File: src/rtl/flex_stp_framer.sv
// flex_stp_framer: serial-to-parallel shift register that frames NUM_BITS-wide
// words, hands each completed word to a consumer through a one-word output
// buffer with a valid/ready style handshake, and flags words lost to overrun.

module flex_stp_framer #(
    parameter int NUM_BITS  = 8,
    parameter bit SHIFT_MSB = 1'b1
) (
    input  logic                           clk,
    input  logic                           n_rst,
    input  logic                           clear,
    input  logic                           shift_enable,
    input  logic                           serial_in,
    input  logic                           rd_ready,
    output logic [NUM_BITS-1:0]            parallel_out,
    output logic [NUM_BITS-1:0]            word_out,
    output logic                           word_valid,
    output logic [$clog2(NUM_BITS)-1:0]    bit_count,
    output logic                           overrun
);

    localparam int CNT_W = $clog2(NUM_BITS);
    localparam logic [CNT_W-1:0] LAST_CNT = CNT_W'(NUM_BITS - 1);

    typedef enum logic {
        EMPTY = 1'b0,
        FULL  = 1'b1
    } buf_state_t;

    buf_state_t            buf_state;
    logic [NUM_BITS-1:0]   shift_reg;
    logic [NUM_BITS-1:0]   next_shift;
    logic                  shift_cycle;
    logic                  completing;

    assign parallel_out = shift_reg;
    assign word_valid   = (buf_state == FULL);
    assign shift_cycle  = shift_enable & ~clear;
    assign completing   = shift_cycle & (bit_count == LAST_CNT);

    // The post-shift register value, used both for the shift register itself and
    // for capturing a completed word on the same edge.
    always_comb begin
        next_shift = shift_reg;
        if (SHIFT_MSB) begin
            next_shift = {shift_reg[NUM_BITS-2:0], serial_in};
        end else begin
            next_shift = {serial_in, shift_reg[NUM_BITS-1:1]};
        end
    end

    // Shift register and bit counter; the counter wraps at the word length, not
    // at the counter's natural power-of-two limit, so words run back to back.
    always_ff @(posedge clk or negedge n_rst) begin
        if (!n_rst) begin
            shift_reg <= '1;
            bit_count <= '0;
        end else if (clear) begin
            shift_reg <= '1;
            bit_count <= '0;
        end else if (shift_enable) begin
            shift_reg <= next_shift;
            if (bit_count == LAST_CNT) begin
                bit_count <= '0;
            end else begin
                bit_count <= bit_count + CNT_W'(1);
            end
        end
    end

    // Output buffer state machine: holds one completed word until the consumer
    // takes it; a word completing while the buffer is full and not being read is
    // dropped and latches the sticky overrun flag until clear or reset.
    always_ff @(posedge clk or negedge n_rst) begin
        if (!n_rst) begin
            buf_state <= EMPTY;
            word_out  <= '1;
            overrun   <= 1'b0;
        end else if (clear) begin
            buf_state <= EMPTY;
            overrun   <= 1'b0;
        end else begin
            case (buf_state)
                EMPTY: begin
                    if (completing) begin
                        word_out  <= next_shift;
                        buf_state <= FULL;
                    end
                end
                FULL: begin
                    if (completing) begin
                        if (rd_ready) begin
                            word_out <= next_shift;
                        end else begin
                            overrun <= 1'b1;
                        end
                    end else if (rd_ready) begin
                        buf_state <= EMPTY;
                    end
                end
                default: begin
                    buf_state <= EMPTY;
                end
            endcase
        end
    end

endmodule

File: config.mk
export PLATFORM = sky130hd
export DESIGN_NAME = flex_stp_framer
export DESIGN_NICKNAME = d
export VERILOG_FILES = /design/src/rtl/flex_stp_framer.sv
export SDC_FILE = /design/constraint.sdc
export NUM_CORES = 1
export LEC_CHECK = 0
export CAP_MARGIN = 40
export CORE_UTILIZATION = 35
export CTS_CLUSTER_SIZE = 28
export DETAILED_ROUTE_END_ITERATION = 16
export PLACE_DENSITY = 0.62
export SKIP_LAST_GASP = 1
export SYNTH_ARGS = -nofsm -noshare
export SYNTH_HDL_FRONTEND = slang
export SYNTH_SLANG_ARGS = --single-unit
File: constraint.sdc
create_clock -name clk -period 1.43 [get_ports clk]
set_input_delay 0.286 -clock clk [delete_from_list [all_inputs] [get_ports clk]]
set_output_delay 0.286 -clock clk [all_outputs]
set_load 0.02 [all_outputs]
==> run_results.csv, run 1 <==
group,metric,value,unit
setup_path,startpoint_type,"register",
setup_path,worstSetupPathType,"register to primary output",
route,wl_per_cell,13.8,µm
cells_and_area,final-seq-area,548,µm²
outcome,status,"finished, final reports clean",
die,die_x,52.6,µm
sta,slew_headroom,0.822,
sta,finalCritPeriodShare,0.973,
clock_tree,htreeDepth,1,
min_path,hold_class,"input pin to asynchronous set/reset pin",
route,drc,0,
yosys,yosysWarningCount,0,
setup_path,critPathSlowestCell,"dfstp_2",
sta,fin_tns_setup,0,ns
yosys,ys_types,16,
global_route,grt_pass1_wl,3.21,mm
cells_and_area,drive_gt1_frac,0.636,
die,design.core.area,2320,µm²
setup_path,critPathMaxFanout,2,
route,drt-vias-per-instance,4.89,
clock_tree,cts.sink_count,21,
global_route,grt_pass1_vias,674,
setup_path,worst_path_largest_cell_delay,0.56,ns
power_and_ir_drop,ir_worst_vdd,0.462,mV
setup_path,crit_family,"flip-flops",
cells_and_area,syn2layout_area_growth,51.7,%
power_and_ir_drop,design_power_total,1.10,mW
sta,worst_slew_pin_slew,0.266,ns
clock_tree,cts_made_buffers,3,
power_and_ir_drop,p_per_area,814,nW/µm²
clock_tree,clk_latency,0.29,ns
setup_path,worst-path-buf-inv,1,
sta,rsz0062_at_grt,"true",
route,vias,660,
sta,finalCriticalPeriod,1.39,ns
sta,hold_violations,0,
setup_path,cp.required,1.14,ns
yosys,synth.most_common_cell,"dfstp_2",
route,firstDrtPassIters,3,
place,gp_congestion,0.685,
yosys,yosys.area.top_type,"dfstp_2",
run,cap_violations,0,
yosys,netlist_area,895,µm²
route,drt-total-wl,1.86,mm
die,row_count,17,
yosys,synth_edf_count,0,
power_and_ir_drop,leakage,0.593,nW
place,dp_hpwl,1.30,mm
clock_tree,clock-root-buffer,"clkbuf_4",
setup_path,critPathCaptureType,"primary output",
cells_and_area,fill_cells,203,
clock_tree,cts_tree,"done",
global_route,grt_usage,0.160,
sta,slew_viol_final,0,
die,io_pins,27,
yosys,yosys.area.top_type_share,0.470,
route,dr.first_iter.drc_count,4,
yosys,async_flop_share,1.00,
yosys,syn-instance-count,64,
cells_and_area,diodes,0,
setup_path,crit_chain,"clkdlybuf4s15_2",
die,die_h,52.6,µm
die,initial_core_util,0.386,
place,port-buffer-count,26,
clock_tree,hold_buffers,0,
yosys,synth_ff_type,"dfstp_2",
clock_tree,clock_path_buffers,2,
yosys,syn-num-nets,72,
yosys,ys_top_cells_by_count,"dfstp_2 (16), a211o_1 (8), mux2_2 (8), nor2b_1 (8), nor2_1 (6)",
global_route,grt_start_max_net_pins,22,
clock_tree,clk_pin_slew_worst_paths,0.12,ns
global_route,grt_overflow,0,
sta,finalSetupViolCount,0,
cells_and_area,multi_input_area,390,µm²
cells_and_area,num-nets-final,116,
sta,skew,0.00210,ns
sta,fmax,719,MHz
yosys,ys_ff_latch,21,
setup_path,crit_arrival,1.11,ns
global_route,antenna_found_initial,0,
yosys,syn_avg_cell_area,14.0,µm²
yosys,synth.yosys.seq_area_share,0.610,
route,ant_nets,0,
yosys,synthTopCellsByArea,"dfstp_2 (47%), dfrtp_1 (14%), mux2_2 (10%)",
die,fp.dieArea,2760,µm²
where the power goes:
part	internal [mW]	switching, mW	leakage (nW)
Sequential	0.629	0.0141	0.232
Combinational	0.0880	0.0924	0.346
Clock	0.108	0.173	0.0150
cells by family after synthesis:
family,synth area share
fa+ha+maj,0.0280
buf+inv,0.0182
flops,0.610
simple gates,0.119
compound gates,0.0909
mux,0.134
final timing paths:
| kind | from | to | slack (ns) | cells past startpoint |
|---|---|---|---|---|
| min | n_rst | word_valid | 0.32 | 2 |
| max in group asynchronous | n_rst | parallel_out[5] | 0.84 | 2 |
| max | parallel_out[4] | parallel_out[4] | 0.04 | 1 |
| min reg2reg | overrun | overrun | 0.50 | 2 |
| min in group clk | overrun | overrun | 0.50 | 2 |
| max reg2reg | bit_count[1] | word_out[4] | 0.04 | 6 |
layer usage:
metal	wire length, µm	track usage	vias up	part of all wire
met3	109	0.0261	0	0.059
met2	875	0.257	20	0.47
li1	-	-	312	-
met1	872	0.229	328	0.47
met4	0	0.0263	0	0
met5	0	0	-	0
placed cells by master (no fill, tap or decap), types with 2 or more instances in the layout:
cell / instances
buf_2: 7
clkdlybuf4s50_1: 5
mux2i_1: 3
dfrtp_2: 2
dfrtp_1: 3
clkdlybuf4s15_2: 10
buf_4: 14
dlygate4sd2_1: 2
mux2_4: 8
buf_6: 2
nor2_1: 6
dfstp_2: 16
nor2b_1: 8
a211o_1: 8
ha_4: 2
clkbuf_4: 3
stage by stage:
| stage | hold WS [ns] | utilization | area, µm² | cells | worst slack, ns |
|---|---|---|---|---|---|
| after floorplan | -0.00959 | - | 955 | 64 | -0.192 |
| after global placement | 0.480 | 0.584 | 1350 | 131 | -0.173 |
| after detailed placement | 0.484 | 0.584 | 1350 | 131 | -0.167 |
| after CTS | 0.315 | 0.601 | 1390 | 135 | -0.0560 |
| after global routing | 0.322 | 0.586 | 1360 | 135 | -0.0139 |
| final | 0.318 | 0.586 | 1360 | 135 | 0.0387 |
registers in the layout, summed over array words and instances (netlist names):
register,cells
parallel_out,8
word_out,8
bit_count,3
overrun,1
word_valid,1
worst reg2reg max path, delay by kind of cell (launching register included):
kind                       cells  cell delay (ns)
adders and majority gates      2             0.27
buffers and inverters          1             0.15
DFF                            1             0.41
muxes                          1             0.29
and+or+nand+nor                2             0.20
layout make-up:
type,instances,share of cell area
repair buffers,42,0.264
multi-input cells,40,0.288
clock buffers,4,0.0194
well taps,28,0.0258
flip-flops and latches,21,0.404
timing repair:
action	4_1_cts	5_1_grt
setup endpoints to repair	29	12
setup buffers	0	0
pin swaps	1	0
resized for setup	57	10
hold endpoints to repair	0	0
Power figures use the tool's default switching activity.
==> inputs of run 2 (changes only) <==
CTS_BUF_LIST = sky130_fd_sc_hd__clkbuf_16   (was unset)
REMOVE_ABC_BUFFERS = 1   (was unset)
==> run_results.csv, run 2 (synthesis results as in run 1) <==
group,metric,value,unit
outcome,status,"finished, final reports clean",
global_route,grt_start_max_net_pins,22,
die,row_count,17,
route,drt-total-wl,1.71,mm
place,port-buffer-count,26,
route,wl_per_cell,12.8,µm
setup_path,crit_top_cell,"ha_4",
setup_path,worstSetupPathType,"register to register",
route,vias,624,
clock_tree,hold_buffers,0,
setup_path,worst_path_largest_cell_delay,0.39,ns
global_route,grt_pass1_vias,611,
cells_and_area,mostFrequentLayoutCells,"dlygate4sd2_1 (19), dfstp_2 (16), buf_4 (14)",
route,drc,0,
clock_tree,cts_tree,"done",
min_path,hold_class,"input pin to asynchronous set/reset pin",
clock_tree,clk_pin_slew_worst_paths,0.06,ns
setup_path,crit_chain,"ha_4 > ha_4 > nand2_4 > nor3_4 > buf_12 > mux2_2",
place,dpl_cell_area,1290,µm²
setup_path,r2r_end,"word_out[2]",
die,design.core.area,2320,µm²
setup_path,cp-startpoint,"bit_count[0]",
power_and_ir_drop,p_int,1.09,mW
clock_tree,clock-root-buffer,"clkbuf_16",
clock_tree,cts_made_buffers,3,
clock_tree,clk_latency,0.25,ns
setup_path,critPathCaptureType,"register",
power_and_ir_drop,leakage,0.647,nW
cells_and_area,final_area,1390,µm²
route,ant_nets,0,
die,die_x,52.6,µm
setup_path,cp.required,1.61,ns
cells_and_area,num-nets-final,115,
die,die_h,52.6,µm
sta,rsz0062_at_grt,"true",
cells_and_area,syn2layout_area_growth,55.4,%
route,dr.first_iter.drc_count,11,
setup_path,startpoint_type,"register",
global_route,grt_overflow,0,
sta,slew_viol_final,0,
place,dp_hpwl,1.19,mm
sta,worst_slew_pin_slew,0.261,ns
global_route,grt_pass1_wl,2.97,mm
die,initial_core_util,0.386,
cells_and_area,final_common_cell,"dlygate4sd2_1",
die,io_pins,27,
route,firstDrtPassIters,4,
power_and_ir_drop,ir_worst_vdd,0.721,mV
sta,finalCriticalPeriod,1.42,ns
die,fp.dieArea,2760,µm²
run,cap_violations,0,
sta,finalCritPeriodShare,0.996,
power_and_ir_drop,pwr-share-comb,0.127,
global_route,antenna_found_initial,0,
clock_tree,clock_path_buffers,2,
sta,timing.final.ws_setup,0.00561,ns
sta,fmax,702,MHz
setup_path,ff2ff_path_depth,6,
power_and_ir_drop,p_per_area,1000,nW/µm²
place,gp_congestion,0.661,
power_and_ir_drop,p_seq_frac,0.461,
power_and_ir_drop,swShare,0.219,
setup_path,critPathSlowestCell,"dfrtp_1",
setup_path,crit_arrival,1.60,ns
setup_path,critPathMaxFanout,8,
sta,finalSetupViolCount,0,
setup_path,rrSetupSlack,0.006,ns
route,drt-vias-per-instance,4.66,
clock_tree,htreeDepth,1,
place,dpl_worst_slack,-0.182,ns
power_and_ir_drop,power.share.clock,0.412,
setup_path,crit_family,"flip-flops",
setup_path,worst-path-buf-inv,1,
sta,hold_violations,0,
power_and_ir_drop,switching_power,0.304,mW
sta,skew,0.00249,ns
cells_and_area,drive_gt1_frac,0.443,
sta,slew_headroom,0.826,
clock_tree,cts.sink_count,21,
cells_and_area,fill_cells,207,
cells_and_area,diodes,0,
global_route,grt_usage,0.151,
setup_path,r2r_start,"bit_count[0]",
-- run 2: cell types whose count changed in the layout (fill, tap and decap cells not counted), sizes merged --
| cell | previous run | this run |
|---|---|---|
| inv | 0 | 1 |
| clkbuf | 5 | 3 |
| dlygate4sd2 | 2 | 19 |
| buf | 23 | 15 |
| clkdlybuf4s15 | 11 | 2 |
-- run 2: repair_timing --
item	CTS	global route
resized for setup	25	5
setup buffers	0	1
setup endpoints to repair	29	10
-- run 2: worst max path at each step --
stage                     slack [ns]     endpoint  cells after the start
after floorplan                -0.21  word_out[0]                      5
after global placement         -0.18  word_out[4]                      5
after detailed placement       -0.18  word_out[2]                      5
after CTS                      -0.02  word_out[2]                      6
after global routing           -0.06  word_out[2]                      6
final                          0.006  word_out[2]                      6
-- run 2: power groups by stage --
stage | clock [mW] | combinational (mW) | sequential [mW]
after floorplan | 0 | 0.0365 | 0.681
after global placement | 0 | 0.189 | 0.648
after detailed placement | 0 | 0.190 | 0.649
after CTS | 0.588 | 0.177 | 0.640
after global routing | 0.621 | 0.196 | 0.644
final | 0.572 | 0.177 | 0.641
-- run 2: final cells by class --
| class | count | area, µm² | share of cell area |
|---|---|---|---|
| Clock buffer | 3 | 75.1 | 0.0540 |
| Clock inverter | 1 | 3.75 | 0.00270 |
| Multi-Input combinational cell | 40 | 369 | 0.266 |
| Sequential cell | 21 | 546 | 0.392 |
| Tap cell | 28 | 35.0 | 0.0252 |
| Timing Repair Buffer | 41 | 362 | 0.260 |
-- run 2: per-layer routing --
metal	part of all wire	track usage	routed length (µm)	vias up
met1	0.49	0.221	846	300
li1	-	-	-	307
met2	0.45	0.213	770	15
met4	0.0053	0.0526	9	0
met3	0.050	0.0406	85	2
met5	0	0	0	-
-- run 2: stage by stage --
stage          hold slack [ns]  utilization  std cells  setup TNS, ns  power [mW]
2_1_floorplan         -0.00959            -         61          -1.64       0.717
3_3_place_gp             0.474        0.557        129          -1.62       0.837
3_5_place_dp             0.515        0.557        129          -1.65       0.838
4_1_cts                  0.383        0.587        133        -0.0978        1.40
5_1_grt                  0.428        0.600        134         -0.391        1.46
6_report                 0.377        0.600        134              0        1.39
==> inputs of run 3 (changes only) <==
CTS_CLUSTER_DIAMETER = 50   (was unset)
CTS_CLUSTER_SIZE = unset   (was 28)
==> results of run 3 <==
Final layout, timing and power as in run 2 (identical DEF).
